## src/rtl/cdb_arbiter_if.sv

```systemverilog
`default_nettype none
// ============================================================================
// Module      : cdb_arbiter_if
// Description : Request / broadcast bundle between the functional units and
//               the common-data-bus arbiter.
// Revision    : 1.0  initial release
// ============================================================================
interface cdb_arbiter_if #(
    parameter int NUM_REQ = 3,
    parameter int PREG_W  = 7,
    parameter int ROB_W   = 4,
    parameter int XLEN    = 32
) ();
    localparam int SRC_W = (NUM_REQ > 1) ? $clog2(NUM_REQ) : 1;

    // Requester side
    logic [NUM_REQ-1:0]        req_valid;
    logic [NUM_REQ*PREG_W-1:0] req_prd;
    logic [NUM_REQ*XLEN-1:0]   req_data;
    logic [NUM_REQ*ROB_W-1:0]  req_rob_tag;
    logic [NUM_REQ-1:0]        req_ready;

    // Mispredict and ROB age reference
    logic                      flush;
    logic [ROB_W-1:0]          flush_rob_tag;
    logic [ROB_W-1:0]          rob_head;

    // Registered broadcast
    logic                      cdb_valid;
    logic [PREG_W-1:0]         cdb_prd;
    logic [XLEN-1:0]           cdb_data;
    logic [ROB_W-1:0]          cdb_rob_tag;
    logic [SRC_W-1:0]          cdb_src;

    // Arbiter view
    modport slave (
        input  req_valid, req_prd, req_data, req_rob_tag,
        input  flush, flush_rob_tag, rob_head,
        output req_ready,
        output cdb_valid, cdb_prd, cdb_data, cdb_rob_tag, cdb_src
    );

    // Functional-unit / pipeline view
    modport master (
        output req_valid, req_prd, req_data, req_rob_tag,
        output flush, flush_rob_tag, rob_head,
        input  req_ready,
        input  cdb_valid, cdb_prd, cdb_data, cdb_rob_tag, cdb_src
    );
endinterface
`default_nettype wire

```

## src/rtl/cdb_arbiter.sv

```systemverilog
`default_nettype none
// ============================================================================
// Module      : cdb_arbiter
// Description : Common-data-bus arbiter. Round-robin grant with starvation
//               override, registered broadcast, mispredict squash of younger
//               results at the request inputs and at the output register.
// Revision    : 1.0  initial release
// ============================================================================
module cdb_arbiter #(
    parameter int NUM_REQ      = 3,
    parameter int PREG_W       = 7,
    parameter int ROB_W        = 4,
    parameter int XLEN         = 32,
    parameter int STARVE_LIMIT = 4
) (
    input  wire logic          clk,
    input  wire logic          reset,   // synchronous, active-low
    cdb_arbiter_if.slave       bus
);
    localparam int SRC_W = (NUM_REQ > 1) ? $clog2(NUM_REQ) : 1;
    localparam int CNT_W = (STARVE_LIMIT > 0) ? $clog2(STARVE_LIMIT + 1) : 1;
    localparam logic [CNT_W-1:0] LIMIT     = CNT_W'(STARVE_LIMIT);
    localparam logic [SRC_W-1:0] LAST_IDX  = SRC_W'(NUM_REQ - 1);

    // Age of a tag relative to the ROB head; wrap-around falls out of the modulo.
    function automatic logic [ROB_W-1:0] rob_age(input logic [ROB_W-1:0] tag,
                                                 input logic [ROB_W-1:0] head);
        return tag - head;
    endfunction

    // State
    logic [SRC_W-1:0]  rr_ptr_q,  rr_ptr_d;
    logic [CNT_W-1:0]  wait_cnt_q [NUM_REQ];
    logic [CNT_W-1:0]  wait_cnt_d [NUM_REQ];
    logic              cdb_valid_q,   cdb_valid_d;
    logic [PREG_W-1:0] cdb_prd_q,     cdb_prd_d;
    logic [XLEN-1:0]   cdb_data_q,    cdb_data_d;
    logic [ROB_W-1:0]  cdb_rob_tag_q, cdb_rob_tag_d;
    logic [SRC_W-1:0]  cdb_src_q,     cdb_src_d;

    // Combinational arbitration signals
    logic [ROB_W-1:0]   branch_age;
    logic [NUM_REQ-1:0] younger;
    logic [NUM_REQ-1:0] eligible;
    logic [NUM_REQ-1:0] flush_ack;
    logic [NUM_REQ-1:0] starved;
    logic [NUM_REQ-1:0] grant_vec;
    logic               grant_found;
    logic [SRC_W-1:0]   win_idx;
    int                 rr_pos;
    logic [PREG_W-1:0]  sel_prd;
    logic [XLEN-1:0]    sel_data;
    logic [ROB_W-1:0]   sel_tag;
    logic               out_squash;

    // Classify each requester against the mispredicted branch and the starvation limit.
    always_comb begin
        branch_age = rob_age(bus.flush_rob_tag, bus.rob_head);
        younger    = '0;
        eligible   = '0;
        flush_ack  = '0;
        starved    = '0;
        for (int i = 0; i < NUM_REQ; i++) begin
            younger[i]   = rob_age(bus.req_rob_tag[i*ROB_W +: ROB_W], bus.rob_head) > branch_age;
            eligible[i]  = bus.req_valid[i] && !(bus.flush && younger[i]);
            flush_ack[i] = bus.req_valid[i] && bus.flush && younger[i];
            starved[i]   = eligible[i] && (wait_cnt_q[i] >= LIMIT);
        end
    end

    // Pick the winner: lowest-index starved requester, else round-robin from rr_ptr.
    always_comb begin
        grant_found = 1'b0;
        win_idx     = '0;
        rr_pos      = 0;
        for (int i = 0; i < NUM_REQ; i++) begin
            if (!grant_found && starved[i]) begin
                grant_found = 1'b1;
                win_idx     = SRC_W'(i);
            end
        end
        for (int k = 0; k < NUM_REQ; k++) begin
            rr_pos = int'(rr_ptr_q) + k;
            if (rr_pos >= NUM_REQ) begin
                rr_pos = rr_pos - NUM_REQ;
            end
            for (int j = 0; j < NUM_REQ; j++) begin
                if (!grant_found && eligible[j] && (j == rr_pos)) begin
                    grant_found = 1'b1;
                    win_idx     = SRC_W'(j);
                end
            end
        end
        grant_vec = '0;
        for (int j = 0; j < NUM_REQ; j++) begin
            grant_vec[j] = grant_found && (win_idx == SRC_W'(j));
        end
    end

    // Mux the winner's payload onto the output-register inputs.
    always_comb begin
        sel_prd  = '0;
        sel_data = '0;
        sel_tag  = '0;
        for (int j = 0; j < NUM_REQ; j++) begin
            if (grant_vec[j]) begin
                sel_prd  = bus.req_prd[j*PREG_W +: PREG_W];
                sel_data = bus.req_data[j*XLEN +: XLEN];
                sel_tag  = bus.req_rob_tag[j*ROB_W +: ROB_W];
            end
        end
    end

    // Next-state: pointer advance, starvation counters, broadcast register.
    always_comb begin
        rr_ptr_d = rr_ptr_q;
        if (grant_found) begin
            rr_ptr_d = (win_idx == LAST_IDX) ? '0 : win_idx + 1'b1;
        end

        // A valid result acked by the flush neither counts as a loss nor clears the counter.
        for (int i = 0; i < NUM_REQ; i++) begin
            wait_cnt_d[i] = wait_cnt_q[i];
            if (!bus.req_valid[i] || grant_vec[i]) begin
                wait_cnt_d[i] = '0;
            end else if (eligible[i] && (wait_cnt_q[i] < LIMIT)) begin
                wait_cnt_d[i] = wait_cnt_q[i] + 1'b1;
            end
        end

        cdb_valid_d   = grant_found;
        cdb_prd_d     = grant_found ? sel_prd  : cdb_prd_q;
        cdb_data_d    = grant_found ? sel_data : cdb_data_q;
        cdb_rob_tag_d = grant_found ? sel_tag  : cdb_rob_tag_q;
        cdb_src_d     = grant_found ? win_idx  : cdb_src_q;
    end

    // State registers with synchronous active-low reset.
    always_ff @(posedge clk) begin
        if (!reset) begin
            rr_ptr_q      <= '0;
            cdb_valid_q   <= 1'b0;
            cdb_prd_q     <= '0;
            cdb_data_q    <= '0;
            cdb_rob_tag_q <= '0;
            cdb_src_q     <= '0;
            for (int i = 0; i < NUM_REQ; i++) begin
                wait_cnt_q[i] <= '0;
            end
        end else begin
            rr_ptr_q      <= rr_ptr_d;
            cdb_valid_q   <= cdb_valid_d;
            cdb_prd_q     <= cdb_prd_d;
            cdb_data_q    <= cdb_data_d;
            cdb_rob_tag_q <= cdb_rob_tag_d;
            cdb_src_q     <= cdb_src_d;
            for (int i = 0; i < NUM_REQ; i++) begin
                wait_cnt_q[i] <= wait_cnt_d[i];
            end
        end
    end

    // A registered wrong-path broadcast is killed in the flush cycle itself.
    assign out_squash = bus.flush &&
                        (rob_age(cdb_rob_tag_q, bus.rob_head) > branch_age);

    assign bus.req_ready   = reset ? (grant_vec | flush_ack) : '0;
    assign bus.cdb_valid   = cdb_valid_q && !out_squash;
    assign bus.cdb_prd     = cdb_prd_q;
    assign bus.cdb_data    = cdb_data_q;
    assign bus.cdb_rob_tag = cdb_rob_tag_q;
    assign bus.cdb_src     = cdb_src_q;

endmodule
`default_nettype wire

```

## src/flat_wrapper.sv

```systemverilog
// flat-port wrapper written by rule: the top's interface ports become plain ports
module cdb_arbiter_flat 
#(
    parameter int NUM_REQ      = 3,
    parameter int PREG_W       = 7,
    parameter int ROB_W        = 4,
    parameter int XLEN         = 32,
    parameter int STARVE_LIMIT = 4
)
  (clk, reset, bus_req_valid, bus_req_prd, bus_req_data, bus_req_rob_tag, bus_flush, bus_flush_rob_tag, bus_rob_head, bus_req_ready, bus_cdb_valid, bus_cdb_prd, bus_cdb_data, bus_cdb_rob_tag, bus_cdb_src);
  cdb_arbiter_if #(.NUM_REQ(NUM_REQ), .PREG_W(PREG_W), .ROB_W(ROB_W), .XLEN(XLEN)) bus_i ();
  input  wire logic clk;
  input  wire logic reset;
  input wire logic [$bits(bus_i.req_valid)-1:0] bus_req_valid;
  input wire logic [$bits(bus_i.req_prd)-1:0] bus_req_prd;
  input wire logic [$bits(bus_i.req_data)-1:0] bus_req_data;
  input wire logic [$bits(bus_i.req_rob_tag)-1:0] bus_req_rob_tag;
  input wire logic [$bits(bus_i.flush)-1:0] bus_flush;
  input wire logic [$bits(bus_i.flush_rob_tag)-1:0] bus_flush_rob_tag;
  input wire logic [$bits(bus_i.rob_head)-1:0] bus_rob_head;
  output wire logic [$bits(bus_i.req_ready)-1:0] bus_req_ready;
  output wire logic [$bits(bus_i.cdb_valid)-1:0] bus_cdb_valid;
  output wire logic [$bits(bus_i.cdb_prd)-1:0] bus_cdb_prd;
  output wire logic [$bits(bus_i.cdb_data)-1:0] bus_cdb_data;
  output wire logic [$bits(bus_i.cdb_rob_tag)-1:0] bus_cdb_rob_tag;
  output wire logic [$bits(bus_i.cdb_src)-1:0] bus_cdb_src;
  assign bus_i.req_valid = bus_req_valid;
  assign bus_i.req_prd = bus_req_prd;
  assign bus_i.req_data = bus_req_data;
  assign bus_i.req_rob_tag = bus_req_rob_tag;
  assign bus_i.flush = bus_flush;
  assign bus_i.flush_rob_tag = bus_flush_rob_tag;
  assign bus_i.rob_head = bus_rob_head;
  assign bus_req_ready = bus_i.req_ready;
  assign bus_cdb_valid = bus_i.cdb_valid;
  assign bus_cdb_prd = bus_i.cdb_prd;
  assign bus_cdb_data = bus_i.cdb_data;
  assign bus_cdb_rob_tag = bus_i.cdb_rob_tag;
  assign bus_cdb_src = bus_i.cdb_src;
  cdb_arbiter #(.NUM_REQ(NUM_REQ), .PREG_W(PREG_W), .ROB_W(ROB_W), .XLEN(XLEN), .STARVE_LIMIT(STARVE_LIMIT)) u_core (.clk(clk), .reset(reset), .bus(bus_i));
endmodule
```

## config.mk

```make
export PLATFORM = sky130hd
export DESIGN_NAME = cdb_arbiter_flat
export DESIGN_NICKNAME = d
export VERILOG_FILES = /design/src/rtl/cdb_arbiter_if.sv /design/src/rtl/cdb_arbiter.sv /design/src/flat_wrapper.sv
export SDC_FILE = /design/constraint.sdc
export NUM_CORES = 1
export LEC_CHECK = 0
export ABC_AREA = 1
export ABC_CLOCK_PERIOD_IN_PS = 8600
export BUFFER_PORTS_ARGS = -buffer_cell sky130_fd_sc_hd__buf_2
export CAP_MARGIN = 10
export CORE_MARGIN = 2
export CORE_UTILIZATION = 40
export DETAILED_ROUTE_END_ITERATION = 8
export PLACE_DENSITY = 0.7
export SETUP_SLACK_MARGIN = 0.2
export SYNTH_ARGS = -nofsm -noshare
export SYNTH_HDL_FRONTEND = slang
export SYNTH_SLANG_ARGS = --single-unit
```

## constraint.sdc

```tcl
create_clock -name clk -period 8.6 [get_ports clk]
set_clock_uncertainty 0.05 [all_clocks]
set_input_delay 2.58 -clock clk [delete_from_list [all_inputs] [get_ports clk]]
set_output_delay 2.58 -clock clk [all_outputs]
set_load 0.005 [all_outputs]
```

Yosys cells after proc, flatten, opt, wreduce, memory -nomap -nowiden
Memory sizes are Yosys's and may differ from the RTL's.
Cells that the tools add are included.
{"block": "op_classes", "addsub": 14, "magnitude_cmp": 13, "eq_ne": 8, "n_mux": 48, "n_bitwise": 4, "reduce_logical": 68}
{"op": "2-to-1 mux 32 bit", "count": 6}
{"op": "equality test 2 x 32 -> 1 bit, first input constant", "count": 3}
{"op": "equality test 3 x 32 -> 1 bit, first input constant", "count": 3}
{"op": "logical NOT 32 bit", "count": 3}
{"op": ">= comparator 32 x 3 -> 1 bit, second input constant", "count": 2}
{"op": "subtractor 32 x 3 -> 32 bit, second input constant", "count": 2}
{"op": "logical AND 1 bit", "count": 43}
{"op": "2-to-1 mux 3 bit", "count": 10}
{"op": "2-to-1 mux 2 bit", "count": 11}
{"op": "2-to-1 mux 7 bit", "count": 3}
{"op": "subtractor 4 bit", "count": 5}
{"op": "logical NOT 1 bit", "count": 18}
{"op": "> comparator 4 bit", "count": 4}
{"op": "2-to-1 mux 1 bit", "count": 15}
{"op": "2-to-1 mux 4 bit", "count": 3}
{"op": "adder 3 x 1 -> 3 bit, second input constant", "count": 3}
{"op": ">= comparator 3 bit, second input constant", "count": 3}
{"op": "< comparator 3 bit, second input constant", "count": 3}
{"op": "adder 2 x 1 -> 3 bit, second input constant", "count": 1}
{"op": "adder 2 x 2 -> 3 bit, second input constant", "count": 1}
{"op": "logical OR 1 bit", "count": 3}
{"op": "OR 1 bit", "count": 3}
{"op": "OR 3 bit", "count": 1}
{"op": "subtractor 2 x 2 -> 3 bit, second input constant", "count": 1}
{"op": "other kinds (5)", "count": 5}
{"block": "word_totals", "regBits": 48, "ram_bits": 9, "inputBits": 143, "output_inout_bits": 49, "elab_cells": 162, "n_memories": 1}
{"name": "u_core.wait_cnt_q", "depth": 3, "word_bits": 3, "read_ports": 3, "rd_ports_with_merged_regs": 0, "write_ports": 3, "line_no": "cdb_arbiter.sv:33", "source": "logic [CNT_W-1:0] wait_cnt_q [NUM_REQ];"}

Longest topological paths before layout
{"block": "logic_depth", "depth_word": 54, "ltp_mapped": 29, "mapped_depth_nobuf": 27}

Least setup slack after synthesis
Ideal clock, no wire load.
{"block": "synth_timing", "path_type": "input to output", "from": "in bus_rob_head[1]", "to": "out bus_req_ready[1]", "arrival_ns": 5.555, "required_ns": 5.970, "setup_slack_ns": 0.415, "stages": 23, "path_buffers": 1, "cell_sequence": "inv_1 -> ha_1 -> a21oi_1 -> nor2_1 -> nor2_1 -> xor2_1 -> ha_1 -> nand3_1 -> nor2_1 -> nor2_2 -> nand2_1 -> nand3_2 -> nand2_1 -> nor2_2 -> nand4_2 -> nor2_2 -> o21ai_1 -> clkinv_1 -> nand3_2 -> nand2_4 -> buf_2 -> nand2_1 -> o21ai_0"}
{"block": "synth_via", "elab_chain_len": 53, "word_cells_on_any_way": 78, "cone_classes": "4 x add/sub; 3 x order compare; 1 x eq/ne; 24 x mux; 1 x bitwise; 45 x reduce/logical"}
{"item": "from (decl)", "line_no": "flat_wrapper.sv:20", "source": "input wire logic [$bits(bus_i.rob_head)-1:0] bus_rob_head;"}
{"item": "subtractor 4 bit", "line_no": "cdb_arbiter.sv:28", "source": "return tag - head;"}
{"item": "> comparator 4 bit", "line_no": "cdb_arbiter.sv:64", "source": "younger[i] = rob_age(bus.req_rob_tag[i*ROB_W +: ROB_W], bus.rob_head) > branch_age;"}
{"item": "logical AND 1 bit", "line_no": "cdb_arbiter.sv:65", "source": "eligible[i] = bus.req_valid[i] && !(bus.flush && younger[i]);"}
{"item": "logical NOT 1 bit", "line_no": "cdb_arbiter.sv:65"}
{"item": "logical AND 1 bit", "line_no": "cdb_arbiter.sv:65"}
{"item": "logical AND 1 bit", "line_no": "cdb_arbiter.sv:67", "source": "starved[i] = eligible[i] && (wait_cnt_q[i] >= LIMIT);"}
{"item": "2-to-1 mux 1 bit", "line_no": "cdb_arbiter.sv:77", "source": "if (!grant_found && starved[i]) begin"}
{"item": "logical NOT 1 bit", "line_no": "cdb_arbiter.sv:77"}
{"item": "(+36 left out)"}
{"item": "2-to-1 mux 1 bit", "line_no": "cdb_arbiter.sv:88", "source": "if (!grant_found && eligible[j] && (j == rr_pos)) begin"}
{"item": "logical NOT 1 bit", "line_no": "cdb_arbiter.sv:88"}
{"item": "logical AND 1 bit (2 in series)", "line_no": "cdb_arbiter.sv:88"}
{"item": "2-to-1 mux 2 bit", "line_no": "cdb_arbiter.sv:88"}
{"item": "equality test 2 x 1 -> 1 bit", "line_no": "cdb_arbiter.sv:96", "source": "grant_vec[j] = grant_found && (win_idx == SRC_W'(j));"}
{"item": "logical AND 1 bit", "line_no": "cdb_arbiter.sv:96"}
{"item": "OR 3 bit *", "line_no": "cdb_arbiter.sv:167", "source": "assign bus.req_ready = reset ? (grant_vec | flush_ack) : '0;"}
{"item": "2-to-1 mux 3 bit *", "line_no": "cdb_arbiter.sv:167"}
{"item": "to (decl)", "line_no": "flat_wrapper.sv:21", "source": "output wire logic [$bits(bus_i.req_ready)-1:0] bus_req_ready;"}
Every way passes the cells marked *; elsewhere a longest branch is shown, timed or not.

Final worst setup path
{"block": "layout_timing", "from": "in bus_rob_head[1]", "to": "out bus_req_ready[0]"}
{"block": "layout_via", "elab_chain_len": 53, "word_cells_on_any_way": 78, "cone_classes": "4 x add/sub; 3 x order compare; 24 x mux; 1 x bitwise; 46 x reduce/logical"}
{"item": "subtractor 4 bit", "line_no": "cdb_arbiter.sv:28"}
{"item": "> comparator 4 bit", "line_no": "cdb_arbiter.sv:64"}
{"item": "logical AND 1 bit", "line_no": "cdb_arbiter.sv:65"}
{"item": "logical NOT 1 bit", "line_no": "cdb_arbiter.sv:65"}
{"item": "logical AND 1 bit", "line_no": "cdb_arbiter.sv:65"}
{"item": "logical AND 1 bit", "line_no": "cdb_arbiter.sv:67"}
{"item": "2-to-1 mux 1 bit", "line_no": "cdb_arbiter.sv:77"}
{"item": "logical NOT 1 bit", "line_no": "cdb_arbiter.sv:77"}
{"item": "(+36 left out)"}
{"item": "2-to-1 mux 1 bit", "line_no": "cdb_arbiter.sv:88"}
{"item": "logical NOT 1 bit", "line_no": "cdb_arbiter.sv:88"}
{"item": "logical AND 1 bit (2 in series)", "line_no": "cdb_arbiter.sv:88"}
{"item": "2-to-1 mux 2 bit", "line_no": "cdb_arbiter.sv:88"}
{"item": "logical NOT 2 bit", "line_no": "cdb_arbiter.sv:96"}
{"item": "logical AND 1 bit", "line_no": "cdb_arbiter.sv:96"}
{"item": "OR 3 bit *", "line_no": "cdb_arbiter.sv:167"}
{"item": "2-to-1 mux 3 bit *", "line_no": "cdb_arbiter.sv:167"}
Marks and branches as above.

==> results.toml <==
[global_route]
grt_usage_pct = 21.2
antenna_found_initial = 0
grt_start_max_net_pins = 60
grt_pass1_wl_um = 19300
grt_pass1_vias = 4222
overflow = 0

[cts]
cts_max_level = 3
cts_buffer_depth = 2
cts_sinks = 57
root_buffer = "clkbuf_8"
path_clk_slew_ns = 0.07
clk_latency_ns = 0.34
cts_buffers = 9
cts_tree = "yes"

[synth]
synth_cell_types = 34
synth_simple_gate_area_share_pct = 44.9
syn_area_um2 = 4190
synth_top_family_by_area = "simple AND/OR/NAND/NOR gates"
yosysWarnings = 0
synth-xor-area-share_pct = 3.13
synthMuxAreaShare_pct = 0
synthCells = 667
yosysSeqAreaShare_pct = 27.2
synth-main-ff-cell = "dfxtp_1"
synth_edf_count = 0
synth_compound_area_share_pct = 4.56
synth-adder-area-share_pct = 11.9
synth_fp_nets = 847
synth_area_per_cell_um2 = 6.29
async_reset_ff_share_pct = 0
ys_ff_latch = 57

[finish]
final_cell_mix = "276 x nand2_1, 191 x buf_2, 77 x nor2_1"
num-fill-cells = 1046
final_nets = 1042
area_delta_synth_final_pct = 35.1
final_layout_size_suffix_gt1_share_pct = 31.7
regArea_um2 = 1140
final_common_cell = "nand2_1"
multi_input_comb_area_um2 = 2840
n_antenna_cell = 0

[min_path]
worstHoldStart = "u_core.bus.cdb_src[0]"
whs_endpoint = "u_core.bus.cdb_src[0]"
holdPathStages = 2
min_path_type = "reg -> reg"

[die]
num_rows = 37
fp.dieH_um = 106
dieWidth_um = 106
initial_utilization_pct = 41.0
core-area_um2 = 10200
dieArea_um2 = 11300
io-pin-count = 192

[pwr]
power_mw = 1.78
p_sw_mw = 0.853
seq_power_share_pct = 21.5
ir_drop_mv = 0.329
clkPwrFrac_pct = 16.0
power_per_cell_area_nw_per_um2 = 314
pwr-share-comb_pct = 62.5
p_leak_nw = 3.19
netSwitchingFraction_pct = 47.9
p_int_mw = 0.927

[detailed_routing]
drtPass1Iterations = 4
drt-total-wl_um = 12500
wire_per_inst_um = 12.4
drt_iter0_markers = 200
vias_per_cell = 4.66
ant_nets = 0
drc_errors = 0
vias = 4672

[timing]
min_period_over_period_pct = 97.1
hold_violations = 0
worstMarginPinSlew_ns = 0.757
slew_viol_final = 0
worst_slack_ns = 0.250
setup_viol_count_final = 0
max_freq_mhz = 120
maxSlewHeadroom_pct = 49.5
min_period_ns = 8.35

[placed_design]
gp_routability_congestion = 0.869
dp_slack_ns = 0.251
dp_hpwl_um = 9120
portBuffers = 191

[worst_setup_path]
required_ns = 5.97
r2r_slack_ns = 5.64
path_class = "in -> out"
timing.rr.end = "u_core.bus.cdb_data[29]"
r2r_start = "u_core.rr_ptr_q[0]"
cp-end-kind = "output pin"
crit_arrival_ns = 5.72
critPathMaxFanout = 8
startpoint_type = "input port"
reg2reg_depth = 16

[flow_run]
drv_cap = 0

[outcome]
status = "finished clean"
-- what timing repair did --
item,CTS,global route
buffers inserted,0,12
hold buffers,0,0
setup endpoints to repair,0,3
gates resized for setup,0,30
endpoints found under the hold margin,0,0
-- sequential cells by signal, indices dropped and copies added, names as in the netlist --
register,flops
u_core.cdb_valid_q,1
u_core.bus.cdb_src,2
u_core.bus.cdb_prd,7
u_core.bus.cdb_data,32
u_core.wait_cnt_q,9
u_core.bus.cdb_rob_tag,4
u_core.rr_ptr_q,2
-- metal layers --
metal	vias up	track usage (%)	part of all wire [%]
li1	2471	-	-
met1	2036	26.9	45
met2	147	35.9	48
met5	-	0	0
met3	18	4.48	5.8
met4	0	6.95	1.3
-- cell families (layout without fill, tap and decap cells) --
group,after synthesis,after routing
compound gates,32,32
fa+ha+maj,37,37
simple gates,448,448
flops,57,57
xor+xnor,15,15
buf+inv,78,278
-- worst max path at each step --
stage / depth (start not counted) / start / endpoint
6_report: 25 / bus_rob_head[1] / bus_req_ready[0]
5_1_grt: 25 / bus_rob_head[1] / bus_req_ready[0]
4_1_cts: 24 / bus_rob_head[2] / bus_req_ready[0]
3_5_place_dp: 24 / bus_rob_head[2] / bus_req_ready[0]
3_3_place_gp: 24 / bus_rob_head[2] / bus_req_ready[0]
2_1_floorplan: 23 / bus_rob_head[1] / bus_req_ready[1]
-- power groups by stage --
stage | clock network, mW | logic [mW] | registers (mW)
after floorplan | 0 | 0.796 | 0.391
after global placement | 0 | 1.06 | 0.385
after detailed placement | 0 | 1.06 | 0.385
after CTS | 0.294 | 1.06 | 0.382
after global routing | 0.306 | 1.27 | 0.391
final | 0.285 | 1.11 | 0.382
-- critical path, cell delays in order --
cell     delay, ns
buf_2         0.08
inv_2         0.04
buf_8         0.14
ha_1          0.32
a21oi_1       0.14
nor2_1        0.05
nor2_1        0.14
xor2_1        0.19
ha_1          0.28
nand3_1       0.08
nor2_1        0.04
nor2_1        0.14
nand2_2       0.10
nand3_1       0.09
nand2_1       0.09
nor2_2        0.16
nand4_2       0.12
nor2_2        0.16
nand3_2       0.14
nand3_2       0.13
nand2_4       0.09
nor2_8        0.13
inv_2         0.05
o22ai_2       0.10
buf_2         0.13
-- metrics by stage --
| stage | setup TNS, ns | instance area (µm²) | util (%) | hold WS [ns] | cells |
|---|---|---|---|---|---|
| 5_1_grt | -0.0184 | 5670 | 55.4 | 0.414 | 1003 |
| 3_3_place_gp | 0 | 5220 | 51.0 | 0.382 | 975 |
| 6_report | 0 | 5670 | 55.4 | 0.398 | 1003 |
| 4_1_cts | 0 | 5440 | 53.1 | 0.401 | 991 |
| 3_5_place_dp | 0 | 5220 | 51.0 | 0.383 | 975 |
| 2_1_floorplan | 0 | 4190 | - | 0.393 | 667 |
-- area by class of cell --
class / count / share of cell area, %
multi-input cells: 532 / 50.0
flip-flops and latches: 57 / 20.1
repair buffers: 209 / 19.4
inverters: 53 / 3.51
well taps: 136 / 3.00
clock buffers: 12 / 2.56
clock inverters: 4 / 1.35
-- cell usage after synthesis, types with 2 or more instances --
cell,instances,area [µm²]
o21bai_1,5,37.5
dfxtp_1,57,1140
nand2_2,6,37.5
nand4_1,8,50.1
xor2_1,9,78.8
nand2_4,2,22.5
fa_1,5,100
ha_1,32,400
nand3_1,55,275
nand3_2,5,50.1
nor2_1,79,297
buf_6,2,22.5
o21ai_0,5,25.0
o22ai_1,3,18.8
buf_2,17,85.1
nor2_2,3,18.8
nor3_1,3,15.0
a21oi_1,14,70.1
xnor2_1,6,52.6
inv_1,45,169
inv_2,7,26.3
buf_4,5,37.5
nand2_1,283,1060
No activity file was read; power rests on OpenSTA's default activity.
